--- config.mk ---
export PLATFORM = sky130hd
export DESIGN_NAME = id_stage
export DESIGN_NICKNAME = d
export VERILOG_FILES = /design/src/rtl/id_stage.sv
export SDC_FILE = /design/constraint.sdc
export NUM_CORES = 1
export LEC_CHECK = 0
export BUFFER_PORTS_ARGS = -buffer_cell sky130_fd_sc_hd__buf_4
export CAP_MARGIN = 20
export CORE_AREA = 2 2 137 139
export DETAILED_ROUTE_END_ITERATION = 10
export DIE_AREA = 0 0 139 141
export MAX_ROUTING_LAYER = met4
export PLACE_DENSITY = 0.84
export SYNTH_ARGS = -nofsm -noshare
export SYNTH_HDL_FRONTEND = slang
export SYNTH_SLANG_ARGS = --single-unit
--- constraint.sdc ---
create_clock -name clk -period 2.7 [get_ports clk]
set_input_delay 0.135 -clock clk [delete_from_list [all_inputs] [get_ports clk]]
set_output_delay 0.135 -clock clk [all_outputs]
set_load 0.1 [all_outputs]
--- src/rtl/id_stage.sv ---
// Instruction-decode stage: IF/ID latch, decode, register-file read, hazard resolution and
// the ID/EX pipeline register. Define FORWARDING_EN to bypass EX/MEM results instead of stalling.
module id_stage (
  input  logic        clk,
  input  logic        rst,
  input  logic        flush,
  input  logic        if_valid,
  input  logic [31:0] if_pc,
  input  logic [31:0] if_inst,
  output logic        id_stall,
  output logic        rf_reA,
  output logic [4:0]  rf_addrA,
  output logic        rf_reB,
  output logic [4:0]  rf_addrB,
  input  logic [31:0] rf_dataA,
  input  logic [31:0] rf_dataB,
  input  logic [31:0] ex_result_i,
  input  logic        mem_wreg_i,
  input  logic [4:0]  mem_waddr_i,
  input  logic [31:0] mem_wdata_i,
  output logic        ex_valid,
  output logic [31:0] ex_pc,
  output logic [3:0]  ex_aluop,
  output logic [31:0] ex_opa,
  output logic [31:0] ex_opb,
  output logic        ex_wreg,
  output logic [4:0]  ex_waddr,
  output logic        ex_is_load,
  output logic        ex_is_store,
  output logic [31:0] ex_store_data
);

  localparam logic [5:0] OpSpecial = 6'h00;
  localparam logic [5:0] OpAddiu   = 6'h09;
  localparam logic [5:0] OpAndi    = 6'h0C;
  localparam logic [5:0] OpOri     = 6'h0D;
  localparam logic [5:0] OpXori    = 6'h0E;
  localparam logic [5:0] OpLui     = 6'h0F;
  localparam logic [5:0] OpLw      = 6'h23;
  localparam logic [5:0] OpSw      = 6'h2B;

  localparam logic [5:0] FnSll  = 6'h00;
  localparam logic [5:0] FnSrl  = 6'h02;
  localparam logic [5:0] FnSra  = 6'h03;
  localparam logic [5:0] FnAddu = 6'h21;
  localparam logic [5:0] FnSubu = 6'h23;
  localparam logic [5:0] FnAnd  = 6'h24;
  localparam logic [5:0] FnOr   = 6'h25;
  localparam logic [5:0] FnXor  = 6'h26;
  localparam logic [5:0] FnNor  = 6'h27;
  localparam logic [5:0] FnSlt  = 6'h2A;

  localparam logic [3:0] AluNop  = 4'd0;
  localparam logic [3:0] AluAddu = 4'd1;
  localparam logic [3:0] AluSubu = 4'd2;
  localparam logic [3:0] AluAnd  = 4'd3;
  localparam logic [3:0] AluOr   = 4'd4;
  localparam logic [3:0] AluXor  = 4'd5;
  localparam logic [3:0] AluNor  = 4'd6;
  localparam logic [3:0] AluSlt  = 4'd7;
  localparam logic [3:0] AluSll  = 4'd8;
  localparam logic [3:0] AluSrl  = 4'd9;
  localparam logic [3:0] AluSra  = 4'd10;

  typedef enum logic [1:0] {SelARs, SelARt, SelAZero} sel_a_e;
  typedef enum logic [2:0] {SelBRt, SelBSa, SelBSext, SelBZext, SelBLui, SelBZero} sel_b_e;

  logic        id_valid_q;
  logic [31:0] id_pc_q;
  logic [31:0] id_inst_q;

  logic [5:0]  op, funct;
  logic [4:0]  rs, rt, rd, sa;
  logic [15:0] imm;

  assign op    = id_inst_q[31:26];
  assign rs    = id_inst_q[25:21];
  assign rt    = id_inst_q[20:16];
  assign rd    = id_inst_q[15:11];
  assign sa    = id_inst_q[10:6];
  assign funct = id_inst_q[5:0];
  assign imm   = id_inst_q[15:0];

  logic       re_a, re_b, dec_wreg, dec_load, dec_store;
  logic [3:0] alu;
  logic [4:0] dec_waddr;
  sel_a_e     sel_a;
  sel_b_e     sel_b;

  always_comb begin
    re_a      = 1'b0;
    re_b      = 1'b0;
    alu       = AluNop;
    dec_wreg  = 1'b0;
    dec_waddr = 5'd0;
    dec_load  = 1'b0;
    dec_store = 1'b0;
    sel_a     = SelAZero;
    sel_b     = SelBZero;
    if (id_valid_q) begin
      case (op)
        OpSpecial: begin
          unique case (funct)
            FnAddu:  alu = AluAddu;
            FnSubu:  alu = AluSubu;
            FnAnd:   alu = AluAnd;
            FnOr:    alu = AluOr;
            FnXor:   alu = AluXor;
            FnNor:   alu = AluNor;
            FnSlt:   alu = AluSlt;
            FnSll:   alu = AluSll;
            FnSrl:   alu = AluSrl;
            FnSra:   alu = AluSra;
            default: alu = AluNop;
          endcase
          if (alu >= AluSll) begin
            // Shifts take the shifted value from rt and the amount from the sa field.
            re_b      = 1'b1;
            sel_a     = SelARt;
            sel_b     = SelBSa;
            dec_wreg  = 1'b1;
            dec_waddr = rd;
          end else if (alu != AluNop) begin
            re_a      = 1'b1;
            re_b      = 1'b1;
            sel_a     = SelARs;
            sel_b     = SelBRt;
            dec_wreg  = 1'b1;
            dec_waddr = rd;
          end
        end
        OpAddiu, OpAndi, OpOri, OpXori: begin
          unique case (op)
            OpAddiu: alu = AluAddu;
            OpAndi:  alu = AluAnd;
            OpOri:   alu = AluOr;
            default: alu = AluXor;
          endcase
          re_a      = 1'b1;
          sel_a     = SelARs;
          sel_b     = (op == OpAddiu) ? SelBSext : SelBZext;
          dec_wreg  = 1'b1;
          dec_waddr = rt;
        end
        OpLui: begin
          alu       = AluOr;
          sel_b     = SelBLui;
          dec_wreg  = 1'b1;
          dec_waddr = rt;
        end
        OpLw: begin
          alu       = AluAddu;
          re_a      = 1'b1;
          sel_a     = SelARs;
          sel_b     = SelBSext;
          dec_wreg  = 1'b1;
          dec_waddr = rt;
          dec_load  = 1'b1;
        end
        OpSw: begin
          alu       = AluAddu;
          re_a      = 1'b1;
          re_b      = 1'b1;
          sel_a     = SelARs;
          sel_b     = SelBSext;
          dec_store = 1'b1;
        end
        default: ;
      endcase
    end
    if (dec_waddr == 5'd0) dec_wreg = 1'b0;
  end

  assign rf_reA   = re_a;
  assign rf_addrA = rs;
  assign rf_reB   = re_b;
  assign rf_addrB = rt;

  logic hit_ex_a, hit_ex_b, hit_mem_a, hit_mem_b;

  assign hit_ex_a  = re_a && (rs != 5'd0) && ex_valid && ex_wreg && (ex_waddr == rs);
  assign hit_ex_b  = re_b && (rt != 5'd0) && ex_valid && ex_wreg && (ex_waddr == rt);
  assign hit_mem_a = re_a && (rs != 5'd0) && mem_wreg_i && (mem_waddr_i == rs);
  assign hit_mem_b = re_b && (rt != 5'd0) && mem_wreg_i && (mem_waddr_i == rt);

  logic [31:0] val_a, val_b;

`ifdef FORWARDING_EN
  always_comb begin
    val_a = hit_ex_a ? ex_result_i : (hit_mem_a ? mem_wdata_i : rf_dataA);
    val_b = hit_ex_b ? ex_result_i : (hit_mem_b ? mem_wdata_i : rf_dataB);
  end
  // Only a load in EX cannot be bypassed: its data does not exist yet.
  assign id_stall = ex_is_load & (hit_ex_a | hit_ex_b);
`else
  logic unused_fwd;
  assign unused_fwd = ^{ex_result_i, mem_wdata_i};
  assign val_a      = rf_dataA;
  assign val_b      = rf_dataB;
  assign id_stall   = hit_ex_a | hit_ex_b | hit_mem_a | hit_mem_b;
`endif

  logic [31:0] opa_d, opb_d;

  always_comb begin
    unique case (sel_a)
      SelARs:  opa_d = val_a;
      SelARt:  opa_d = val_b;
      default: opa_d = 32'd0;
    endcase
    unique case (sel_b)
      SelBRt:   opb_d = val_b;
      SelBSa:   opb_d = {27'd0, sa};
      SelBSext: opb_d = {{16{imm[15]}}, imm};
      SelBZext: opb_d = {16'd0, imm};
      SelBLui:  opb_d = {imm, 16'd0};
      default:  opb_d = 32'd0;
    endcase
  end

  always_ff @(posedge clk) begin
    if (rst) begin
      id_valid_q <= 1'b0;
      id_pc_q    <= 32'd0;
      id_inst_q  <= 32'd0;
    end else if (flush) begin
      id_valid_q <= 1'b0;
    end else if (!id_stall) begin
      id_valid_q <= if_valid;
      id_pc_q    <= if_pc;
      id_inst_q  <= if_inst;
    end
  end

  always_ff @(posedge clk) begin
    if (rst || flush || id_stall) begin
      ex_valid      <= 1'b0;
      ex_pc         <= 32'd0;
      ex_aluop      <= AluNop;
      ex_opa        <= 32'd0;
      ex_opb        <= 32'd0;
      ex_wreg       <= 1'b0;
      ex_waddr      <= 5'd0;
      ex_is_load    <= 1'b0;
      ex_is_store   <= 1'b0;
      ex_store_data <= 32'd0;
    end else begin
      ex_valid      <= id_valid_q;
      ex_pc         <= id_valid_q ? id_pc_q : 32'd0;
      ex_aluop      <= alu;
      ex_opa        <= opa_d;
      ex_opb        <= opb_d;
      ex_wreg       <= dec_wreg;
      ex_waddr      <= dec_waddr;
      ex_is_load    <= dec_load;
      ex_is_store   <= dec_store;
      ex_store_data <= dec_store ? val_b : 32'd0;
    end
  end

endmodule
==> summary.txt <==
Min path
  – Worst Hold Class: primary input to register

Finish
  – Fin nets: around 1500
  – Share of layout cells above drive strength 1: ~30%
  – Synthesis-to-finish area growth: 56.4%
  – Final Core Density: slightly above 70%
  – Most used cells in the layout excluding fill and tap cells: buf_4 (324), dfxtp_1 (198), dlygate4sd3_1 (135)
  – Filler Cell Count: approximately 1200
  – Most common cell after layout, fill and taps aside: buf_4

Synthesis
  – Mapped Area: ~8500 µm²
  – Synth Area per Inst: between 9 and 10 µm²
  – Post-Syn Instances: around 900
  – Post-Synth Adder-Cell Area: 0%
  – Synth cell types: 59
  – Largest area contributor in the netlist: dfxtp_1
  – Seq/Total Area, Yosys: 48.6%
  – Post-synthesis mux area share: 7.54%
  – Syn nets: roughly 1100
  – Main synth FF type: dfxtp_1
  – Register bit total from synthesis: approximately 200
  – Ys Warns: 0
  – Post-Synth XOR/XNOR Area: 2.17%
  – Synth top area share: between 40% and 50%
  – Synth top area cells: dfxtp_1 (49%), nand2b_1 (9.6%), mux2i_1 (7.5%), a22oi_1 (3.3%), nor2_1 (2.9%)
  – Ys async rst share: 0%
  – Largest family of logic cells by synthesized area: simple AND/OR/NAND/NOR gates
  – Post-synthesis simple-gate area fraction: a little under a quarter
  – Compound-Gate Fraction of Synth Area: 12.0%
  – Post-synth EDFFs: 0

Clock tree
  – Latest clock arrival within the worst-skew pair: 0.50 ns
  – CTS tree: built
  – Clk sinks: roughly 210
  – Root Driver: clkbuf_16
  – Clock Path Buffers: 3
  – Clock-pin slew on the worst setup and hold paths: about 0.06 ns
  – Cts bufs inserted: 22
  – H-tree levels: 1

Routing
  – Vias per cell: 5.54
  – Residual DRC: 0
  – Via Count: a little under 9000
  – Routed wire length: 31.7 mm
  – Drt wl/cell: 20.2 µm
  – Antenna-violating nets left: 0
  – First-pass DRT Iterations: 5
  – Initial DRC Count: ~580

Timing
  – RSZ-0062 raised after global routing: yes
  – Tcrit/Tclk final: about 100%
  – Worst-Margin Slew: just under 0.9 ns
  – Setup TNS: 0 ns
  – Pins Over Slew Limit: 0
  – Final setup fails: 0
  – Clk_skew: roughly 0.0076 ns
  – Worst slew margin: slightly above 40%
  – Crit path time final: 2.65 ns
  – Achievable clock frequency: about 0.38 GHz
  – Final hold violations: 0

Power and ir drop
  – PwrDens: about 550 nW/µm²
  – P_leak: 0.00592 µW
  – Max IR drop VDD: about 0.00047 V

Global route
  – First-pass GRT wire length: about 47 mm
  – Global-route usage over all layers: a little over 30%
  – Largest net degree at the start of global routing: ~130
  – Vias in the first global route: about 8700
  – Remaining Overflow, GRT: 0
  – Initial antenna violation count: 3

Floorplan
  – Die Area: 19600 µm²
  – IO Pins: roughly 360
  – Die width: roughly 140 µm
  – Core area: 18300 µm²
  – Std cell rows: 50
  – Die height: 141 µm
  – Starting Density: approximately 46%

Setup path
  – CP max FO: 24
  – Crit Path Class: register to register
  – Worst Path Arrival: roughly 3.0 ns
  – Worst setup SP type: register
  – CP required: around 3.1 ns
  – CP endpoint kind: register

Placed design
  – IO buf count: 291
  – Hpwl dp: roughly 18 mm
  – RePlAce Congestion: between 0.9 and 1

Status
  – Outcome: finished clean

Run
  – Max Cap Violations: 0
==> cells by family (layout without fill, tap and decap cells) <==
family,after synthesis,in the layout
AOI/OAI and AO/OA,132,132
xor gates and xnor gates,21,21
buffers and inverters,116,548
DFF,206,206
muxes,64,64
other,0,3
and+or+nand+nor,358,358
==> cells in the mapped netlist (all sizes together) (4+ instances only) <==
library cell / number
buf: 35
a22oi: 37
xor2: 8
nand2b: 130
mux2i: 64
clkbuf: 43
nand3: 39
a21oi: 9
and3: 36
nand4: 6
nand2: 16
nor4: 6
o21ai: 12
a32oi: 12
o211ai: 4
inv: 37
xnor2: 13
nor3: 40
o21a: 4
or4: 4
o211a: 4
dfxtp: 206
a211oi: 6
nor2: 66
a31oi: 19
a21o: 7
nor2b: 6
==> sequential cells by signal, summed over array words and instances, names as in the netlist <==
name           flops
ex_opb            32
ex_is_store        1
ex_valid           1
id_valid_q         1
ex_is_load         1
ex_opa            32
ex_pc             32
id_inst_q         32
ex_store_data     32
ex_wreg            1
ex_aluop           4
ex_waddr           5
id_pc_q           32
==> timing repair <==
item                       4_1_cts  5_1_grt
hold endpoints to repair       154        0
setup endpoints to repair       63       90
gates resized for setup         11       14
pin swaps                        1        2
cloned                           1        1
buffers inserted                 0        6
hold buffers                   135        0
==> power by group <==
group	total, µW	switching, µW	internal [µW]
clock network	3180	1230	1950
registers	3190	88.3	3110
logic	983	497	486
==> area by class of cell <==
class / count / area [µm²] / area share, %
clock buffers: 31 / 646 / 4.86
diodes: 3 / 7.51 / 0.0565
multi-input cells: 575 / 3920 / 29.5
inverters: 38 / 145 / 1.09
well taps: 234 / 293 / 2.21
clock inverters: 8 / 118 / 0.886
flip-flops and latches: 206 / 4140 / 31.2
repair buffers: 471 / 4010 / 30.2
==> through the flow <==
step	hold slack (ns)	worst slack [ns]	total power, µW	std cells	area (µm²)
6_report	0.0428	0.0535	7350	1566	13300
5_1_grt	0.0368	-0.0233	7580	1566	13300
4_1_cts	0.00141	0.00588	7330	1556	13200
3_5_place_dp	0.362	-0.511	4030	1381	11000
3_3_place_gp	0.358	-0.385	4010	1381	11000
2_1_floorplan	0.255	-0.0597	3700	897	8510
==> worst paths after layout <==
check                start  cells past startpoint                to  slack, ns
max          id_inst_q[26]                      7  ex_store_data[0]       0.05
min           rf_dataA[19]                      3        ex_opa[19]       0.04
min reg2reg     id_pc_q[3]                      2        id_pc_q[3]       0.47
max reg2reg  id_inst_q[26]                      7  ex_store_data[0]       0.05
==> routing by layer <==
metal  routed length (µm)  track usage (%)
met3                 2560             7.30
met4                 1620             16.1
met2                15700             53.2
met1                11700             33.8
met5                    0                -
==> worst max-delay path, stage by stage (launching register included) <==
cell      delay (ns)
dfxtp_4         0.38
or4_4           0.56
nor4_4          0.25
o31ai_4         0.17
a2111o_1        0.53
o211ai_1        0.18
buf_6           0.28
nor3_1          0.11
Note: power is estimated with default switching activity, not from simulation.
